--- src/rtl/ztex_hostif_master.sv ---
// ztex_hostif_master: host-side master for the ZTEX miner byte-serial link.
//
// Loads a 352-bit work word ({midstate, data}) as 44 bytes, LSB byte first, on read_o.
// The receiver latches each byte when rd_clk_o toggles. Readback pulses wr_start_o so
// the miner snapshots its 128-bit result, then collects 16 bytes from write_i, advancing
// the miner with a wr_clk_o toggle between bytes.
//
// Parameters: HALF_PERIOD (cycles between strobe toggles), WS_CYCLES (wr_start width),
//             SETTLE (cycles from wr_start falling to the first sample).
// Ports:
//   clk_i, reset_ni              clock, asynchronous active-low reset
//   work_valid_i/work_data_i     work word offered; work_ready_o high in idle only
//   rb_req_i                     readback request (idle only, loses to work_valid_i)
//   rb_valid_o/rb_data_o/rb_err_o  one-cycle readback result
//   busy_o, select_o             status / device select
//   rd_clk_o, read_o             load strobe and byte bus
//   wr_start_o, wr_clk_o, write_i  readback snapshot request, shift strobe, byte bus
//
// Optional feature: define ZTEX_HOSTIF_DOUBLE_SAMPLE_EN to sample each readback byte
// twice and flag any disagreement on rb_err_o. Without it, rb_err_o is constant 0.

module ztex_hostif_master #(
    parameter int unsigned HALF_PERIOD = 8,
    parameter int unsigned WS_CYCLES   = 4,
    parameter int unsigned SETTLE      = 16
) (
    input  logic         clk_i,
    input  logic         reset_ni,
    input  logic         work_valid_i,
    input  logic [351:0] work_data_i,
    output logic         work_ready_o,
    input  logic         rb_req_i,
    output logic         rb_valid_o,
    output logic [127:0] rb_data_o,
    output logic         rb_err_o,
    output logic         busy_o,
    output logic         select_o,
    output logic         rd_clk_o,
    output logic [7:0]   read_o,
    output logic         wr_start_o,
    output logic         wr_clk_o,
    input  logic [7:0]   write_i
);

    localparam logic [7:0] HpLast     = 8'(HALF_PERIOD - 1);
    localparam logic [7:0] WsLast     = 8'(WS_CYCLES - 1);
    localparam logic [7:0] SettleLast = 8'(SETTLE - 1);
    localparam logic [5:0] LdBytes    = 6'd44;
    localparam logic [5:0] RbLastByte = 6'd15;

    typedef enum logic [2:0] {
        StIdle,
        StLdDrive,
        StLdWait,
        StRbStart,
        StRbSettle,
        StRbSample,
        StRbWait,
        StRbDone
    } state_e;

    state_e         state_q;
    logic [351:0]   shift_q;
    logic [5:0]     byte_cnt_q;
    logic [7:0]     wait_cnt_q;
    logic [7:0]     read_q;
    logic           rd_clk_q;
    logic           wr_clk_q;
    logic           wr_start_q;
    logic [127:0]   rb_buf_q;
    logic [127:0]   rb_buf_d;
    logic [127:0]   rb_data_q;
    logic           rb_valid_q;
`ifdef ZTEX_HOSTIF_DOUBLE_SAMPLE_EN
    logic           phase_q;
    logic [7:0]     first_q;
    logic           rb_err_q;
`endif

    // Readback buffer with the byte currently on write_i merged in at its slot.
    always_comb begin
        rb_buf_d = rb_buf_q;
        rb_buf_d[{byte_cnt_q[3:0], 3'b000} +: 8] = write_i;
    end

    always_ff @(posedge clk_i or negedge reset_ni) begin
        if (!reset_ni) begin
            state_q    <= StIdle;
            shift_q    <= '0;
            byte_cnt_q <= '0;
            wait_cnt_q <= '0;
            read_q     <= '0;
            rd_clk_q   <= 1'b0;
            wr_clk_q   <= 1'b0;
            wr_start_q <= 1'b0;
            rb_buf_q   <= '0;
            rb_data_q  <= '0;
            rb_valid_q <= 1'b0;
`ifdef ZTEX_HOSTIF_DOUBLE_SAMPLE_EN
            phase_q    <= 1'b0;
            first_q    <= '0;
            rb_err_q   <= 1'b0;
`endif
        end else begin
            rb_valid_q <= 1'b0;
            unique case (state_q)
                StIdle: begin
                    // Work wins; a coincident readback request is simply dropped.
                    if (work_valid_i) begin
                        shift_q    <= work_data_i;
                        read_q     <= work_data_i[7:0];
                        byte_cnt_q <= '0;
                        state_q    <= StLdDrive;
                    end else if (rb_req_i) begin
                        wr_start_q <= 1'b1;
                        wait_cnt_q <= '0;
                        byte_cnt_q <= '0;
`ifdef ZTEX_HOSTIF_DOUBLE_SAMPLE_EN
                        rb_err_q   <= 1'b0;
                        phase_q    <= 1'b0;
`endif
                        state_q    <= StRbStart;
                    end
                end
                StLdDrive: begin
                    // read_q has been stable for this whole cycle before the toggle.
                    if (byte_cnt_q == LdBytes) begin
                        state_q <= StIdle;
                    end else begin
                        rd_clk_q   <= ~rd_clk_q;
                        wait_cnt_q <= '0;
                        state_q    <= StLdWait;
                    end
                end
                StLdWait: begin
                    if (wait_cnt_q == HpLast) begin
                        shift_q    <= shift_q >> 8;
                        read_q     <= shift_q[15:8];
                        byte_cnt_q <= byte_cnt_q + 6'd1;
                        state_q    <= StLdDrive;
                    end else begin
                        wait_cnt_q <= wait_cnt_q + 8'd1;
                    end
                end
                StRbStart: begin
                    if (wait_cnt_q == WsLast) begin
                        wr_start_q <= 1'b0;
                        wait_cnt_q <= '0;
                        state_q    <= StRbSettle;
                    end else begin
                        wait_cnt_q <= wait_cnt_q + 8'd1;
                    end
                end
                StRbSettle: begin
                    if (wait_cnt_q == SettleLast) begin
                        wait_cnt_q <= '0;
                        state_q    <= StRbSample;
                    end else begin
                        wait_cnt_q <= wait_cnt_q + 8'd1;
                    end
                end
                StRbSample: begin
`ifdef ZTEX_HOSTIF_DOUBLE_SAMPLE_EN
                    if (!phase_q) begin
                        first_q <= write_i;
                        phase_q <= 1'b1;
                    end else begin
                        phase_q <= 1'b0;
                        if (write_i != first_q) begin
                            rb_err_q <= 1'b1;
                        end
`endif
                        rb_buf_q <= rb_buf_d;
                        if (byte_cnt_q == RbLastByte) begin
                            // Last byte: no shift strobe, publish the result.
                            rb_data_q  <= rb_buf_d;
                            rb_valid_q <= 1'b1;
                            state_q    <= StRbDone;
                        end else begin
                            wr_clk_q   <= ~wr_clk_q;
                            wait_cnt_q <= '0;
                            state_q    <= StRbWait;
                        end
`ifdef ZTEX_HOSTIF_DOUBLE_SAMPLE_EN
                    end
`endif
                end
                StRbWait: begin
                    if (wait_cnt_q == HpLast) begin
                        byte_cnt_q <= byte_cnt_q + 6'd1;
                        state_q    <= StRbSample;
                    end else begin
                        wait_cnt_q <= wait_cnt_q + 8'd1;
                    end
                end
                StRbDone: begin
                    state_q <= StIdle;
                end
                default: begin
                    state_q <= StIdle;
                end
            endcase
        end
    end

    assign work_ready_o = (state_q == StIdle);
    assign busy_o       = (state_q != StIdle);
    assign select_o     = reset_ni;
    assign rd_clk_o     = rd_clk_q;
    assign read_o       = read_q;
    assign wr_start_o   = wr_start_q;
    assign wr_clk_o     = wr_clk_q;
    assign rb_valid_o   = rb_valid_q;
    assign rb_data_o    = rb_data_q;
`ifdef ZTEX_HOSTIF_DOUBLE_SAMPLE_EN
    assign rb_err_o     = rb_err_q;
`else
    assign rb_err_o     = 1'b0;
`endif

endmodule

--- config.mk ---
export PLATFORM = sky130hd
export DESIGN_NAME = ztex_hostif_master
export DESIGN_NICKNAME = d
export VERILOG_FILES = /design/src/rtl/ztex_hostif_master.sv
export SDC_FILE = /design/constraint.sdc
export NUM_CORES = 1
export LEC_CHECK = 0
export CAP_MARGIN = 20
export CORE_MARGIN = 2
export CORE_UTILIZATION = 53
export DETAILED_ROUTE_END_ITERATION = 12
export GPL_TIMING_DRIVEN = 0
export PLACE_DENSITY = 0.8
export SLEW_MARGIN = 20
export SYNTH_ARGS = -nofsm -noshare
export SYNTH_HDL_FRONTEND = slang
export SYNTH_SLANG_ARGS = --single-unit
--- constraint.sdc ---
create_clock -name clk_i -period 3.49 [get_ports clk_i]
set_input_delay 0.698 -clock clk_i [delete_from_list [all_inputs] [get_ports clk_i]]
set_output_delay 0.698 -clock clk_i [all_outputs]
set_load 0.01 [all_outputs]
==> reports/metrics.csv <==
stage;metric;value;unit
routing;First DRT Iteration DRCs;2301;
sta;Final Critical Period;3.27;ns
power;worst IR drop on VDD;0.450;mV
placement;Port Buffers;506;
finish;post-route core utilization;69.5;%
floorplanning;# IOs;508;
sta;Setup Viol. Count Final;0;
floorplanning;Die Ht;235;µm
synth;top-count cell post-synth;dfrtp_1;
min_path;HP Class;input pin to asynchronous set/reset pin;
critical_path;slowest cell on the critical path;a21oi_2;
clock_network;CTS buffer count;67;
routing;detailed-route via count;23700;
critical_path;worst r2r src;byte_cnt_q[0]$_DFFE_PN0P_;
sta;Least-Margin Pin Slew;1.02;ns
placement;post-detailed-placement cell area;34400;µm²
synth;most frequent cells after synthesis;dfrtp_1, nand2_1, o21ai_0;
clock_network;CTS clk-pin slew, worst paths;0.06;ns
clock_network;maximum level of the CTS H-tree;3;
routing;DR WL/cell;22.9;µm
synth;synth top area cells;dfrtp_1, mux2i_1, o21ai_0, nand2_1, mux2_2;
routing;Antenna Nets Post-Route;0;
sta;Period Utilization, post-route;93.6;%
clock_network;CTS tree;built;
synth;Netlist cell types;72;
synth;Synth Instances;2685;
sta;Final Hold Viols;0;
routing;drt first pass iters;6;
sta;Achievable Freq;306;MHz
sta;Max Slew Vio Count;0;
routing;drt drc;0;
outcome;outcome;finished, final reports clean;
synth;Yosys top cell area share;55.5;%
synth;post-synth top area cell;dfrtp_1;
critical_path;Arrival @ worst endpoint;3.74;ns
global_routing;largest net degree at the start of global routing;107;
routing;Total Wirelength;92200;µm
synth;async set-reset flop share out of synthesis;100;%
job;max cap viols;0;
routing;post-DR vias/cell;5.90;
power;Leak Pwr;0.0157;µW
finish;synthesis-to-finish area growth;29.4;%
sta;RSZ-0062 raised after global routing;false;
synth;post-synthesis sequential area ratio;55.5;%
critical_path;Worst EP required;3.97;ns
sta;Setup TNS;0;ns
power;PwrDens;428;nW/µm²
synth;Avg Synthesized Cell Area;10.6;µm²
placement;GPL Wtd Cong;0.944;
global_routing;number of global-route vias before repair;24200;
placement;Post-DP HPWL;67300;µm
clock_network;Bufs on Longest Clock Path;3;
critical_path;worst stage delay on the critical path;0.55;ns
critical_path;CP startpoint kind;flop;
clock_network;CTS Root Buffer Type;clkbuf_16;
clock_network;clock sinks;629;
clock_network;hold_buf cts;0;
critical_path;type of the worst setup path;flop to flop;
floorplanning;Core Area;52800;µm²
synth;flops & latches, synth;629;
floorplanning;die area;55300;µm²
global_routing;initial antenna violation count;21;
critical_path;largest fanout on the critical path;10;
synth;syn_nets;3054;
floorplanning;Initial Utilization;53.7;%
floorplanning;Rows;84;
global_routing;gr usage total;33.2;%
critical_path;crit end category;flop;
synth;Post-synth top flop;dfrtp_1;
finish;post-route cell area;36700;µm²
finish;nets;3636;
synth;EDFF count, synth;0;
critical_path;CP top delay family;compound AO/OA/AOI/OAI gates;
floorplanning;die width;235;µm
critical_path;Buf/Inv on CP;4;
placement;post-place setup slack;0.0419;ns
power;Power Total;15700;µW
clock_network;Skew-Pair Late Insertion Delay;0.61;ns
synth;Post-Syn Area;28300;µm²
critical_path;CP Cell Sequence;buf_2 -> clkbuf_2 -> inv_1 -> ha_1 -> buf_4 -> nor3b_1 -> o21ai_1 -> a21oi_2 -> mux2_2;
synth;Yosys Warn Count;0;
sta;Final WS setup;0.222;ns
finish;layout cell share with drive strength beyond 1;10.1;%
global_routing;total gr overflow;0;
global_routing;first-pass GRT wire length;142000;µm
critical_path;Crit. Startpoint;byte_cnt_q[0]$_DFFE_PN0P_;
sta;Clock Skews;0.0190;ns
sta;Slew HR;31.4;%
final cells by class:
cell class                      instances  area, µm²
Antenna cell                           16       40.0
Tap cell                              688        861
Multi-Input combinational cell       1825      11500
Fill cell                            3828      16100
Clock buffer                          101       2000
Timing Repair Buffer                  513       5240
Inverter                               24       90.1
Sequential cell                       629      15700
Clock inverter                         19        186
Buffer                                207        973
worst reg2reg max path, delay by kind of cell (launching register included):
family                   cells  cell delay (ns)
multiplexers                 1             0.41
buffers and inverters        4             0.81
flip-flops                   1             0.44
AO/OA/AOI/OAI                2             0.92
adder cells (fa/ha/maj)      1             0.26
AND/OR/NAND/NOR              1             0.30
timing repair:
action                                  in CTS  in global routing
buffers inserted                             0                  1
endpoints found under the setup margin       0                 28
resized for setup                            0                  2
layout by cell type, fill, tap and decap left out, drive strengths merged, types with 3 or more instances in the layout:
cell type,synthesis,routed
a311oi,3,3
nand3b,7,7
nor3b,8,8
clkinv,2,11
nand2b,7,7
nand2,545,545
and3,8,8
mux2,96,96
o31ai,20,20
clkbuf,95,196
o211ai,4,4
a22o,9,9
diode,0,16
nor2b,4,4
nand3,37,37
o21ai,489,489
xnor2,4,4
buf,112,120
o22ai,6,6
nor3,20,20
nand4,24,24
and2,10,10
ha,5,5
mux2i,393,393
dfrtp,629,629
a31oi,34,34
inv,22,28
or2,6,6
clkdlybuf4s50,0,505
nor2,43,43
a21oi,4,4
or3,6,6
final timing paths:
| check | endpoint | cells after the start | slack (ns) |
|---|---|---|---|
| min in group clk_i | rb_data_o[62]$_DFFE_PN0P_ | 2 | 0.47 |
| setup reg to reg | rb_buf_q[75]$_DFFE_PN0N_ | 9 | 0.22 |
| hold reg to reg | rb_data_o[62]$_DFFE_PN0P_ | 2 | 0.47 |
| hold / removal | shift_q[134]$_DFFE_PN0P_ | 1 | 0.02 |
| setup / recovery | rb_buf_q[75]$_DFFE_PN0N_ | 9 | 0.22 |
| max in group asynchronous | rb_data_o[45]$_DFFE_PN0P_ | 4 | 1.64 |
kinds of logic (layout without fill, tap and decap cells):
kind of cell,count (synthesis),count (layout),synth area share (%)
adders and majority gates,5,5,0.221
buffers and inverters,231,864,3.75
and+or+nand+nor,736,736,11.1
DFF,629,629,55.5
other,1,17,0.0132
muxes,489,489,17.8
xor gates and xnor gates,6,6,0.185
AOI/OAI and AO/OA,588,588,11.4
flip-flops by register name (all words and copies together) (netlist names):
| signal | count |
|---|---|
| byte_cnt_q | 6 |
| rb_buf_q | 128 |
| rb_data_o | 128 |
| rb_valid_o | 1 |
| rd_clk_o | 1 |
| shift_q | 352 |
| state_q | 3 |
| wait_cnt_q | 8 |
| wr_clk_o | 1 |
| wr_start_o | 1 |
layer usage:
metal | up-vias | part of all wire (%) | global-route usage (%)
li1 | 10500 | - | -
met1 | 11900 | 39 | 42.5
met2 | 1107 | 47 | 53.7
met3 | 268 | 8.7 | 8.69
met4 | 12 | 4.2 | 14.1
met5 | - | 0.085 | 0
through the flow:
| step | std cells | hold slack [ns] |
|---|---|---|
| detailed placement | 3885 | 0.456 |
| global placement | 3879 | 0.449 |
| finish | 4022 | 0.0170 |
| global route | 4018 | 0.0304 |
| CTS | 4005 | 0.00763 |
| floorplan | 2685 | 0.402 |
where the power goes:
group,internal [µW],switching (µW),total [µW]
sequential,7500,127,7630
clock,4120,2960,7080
combinational,548,453,1000
No activity file was read; power rests on OpenSTA's default activity.
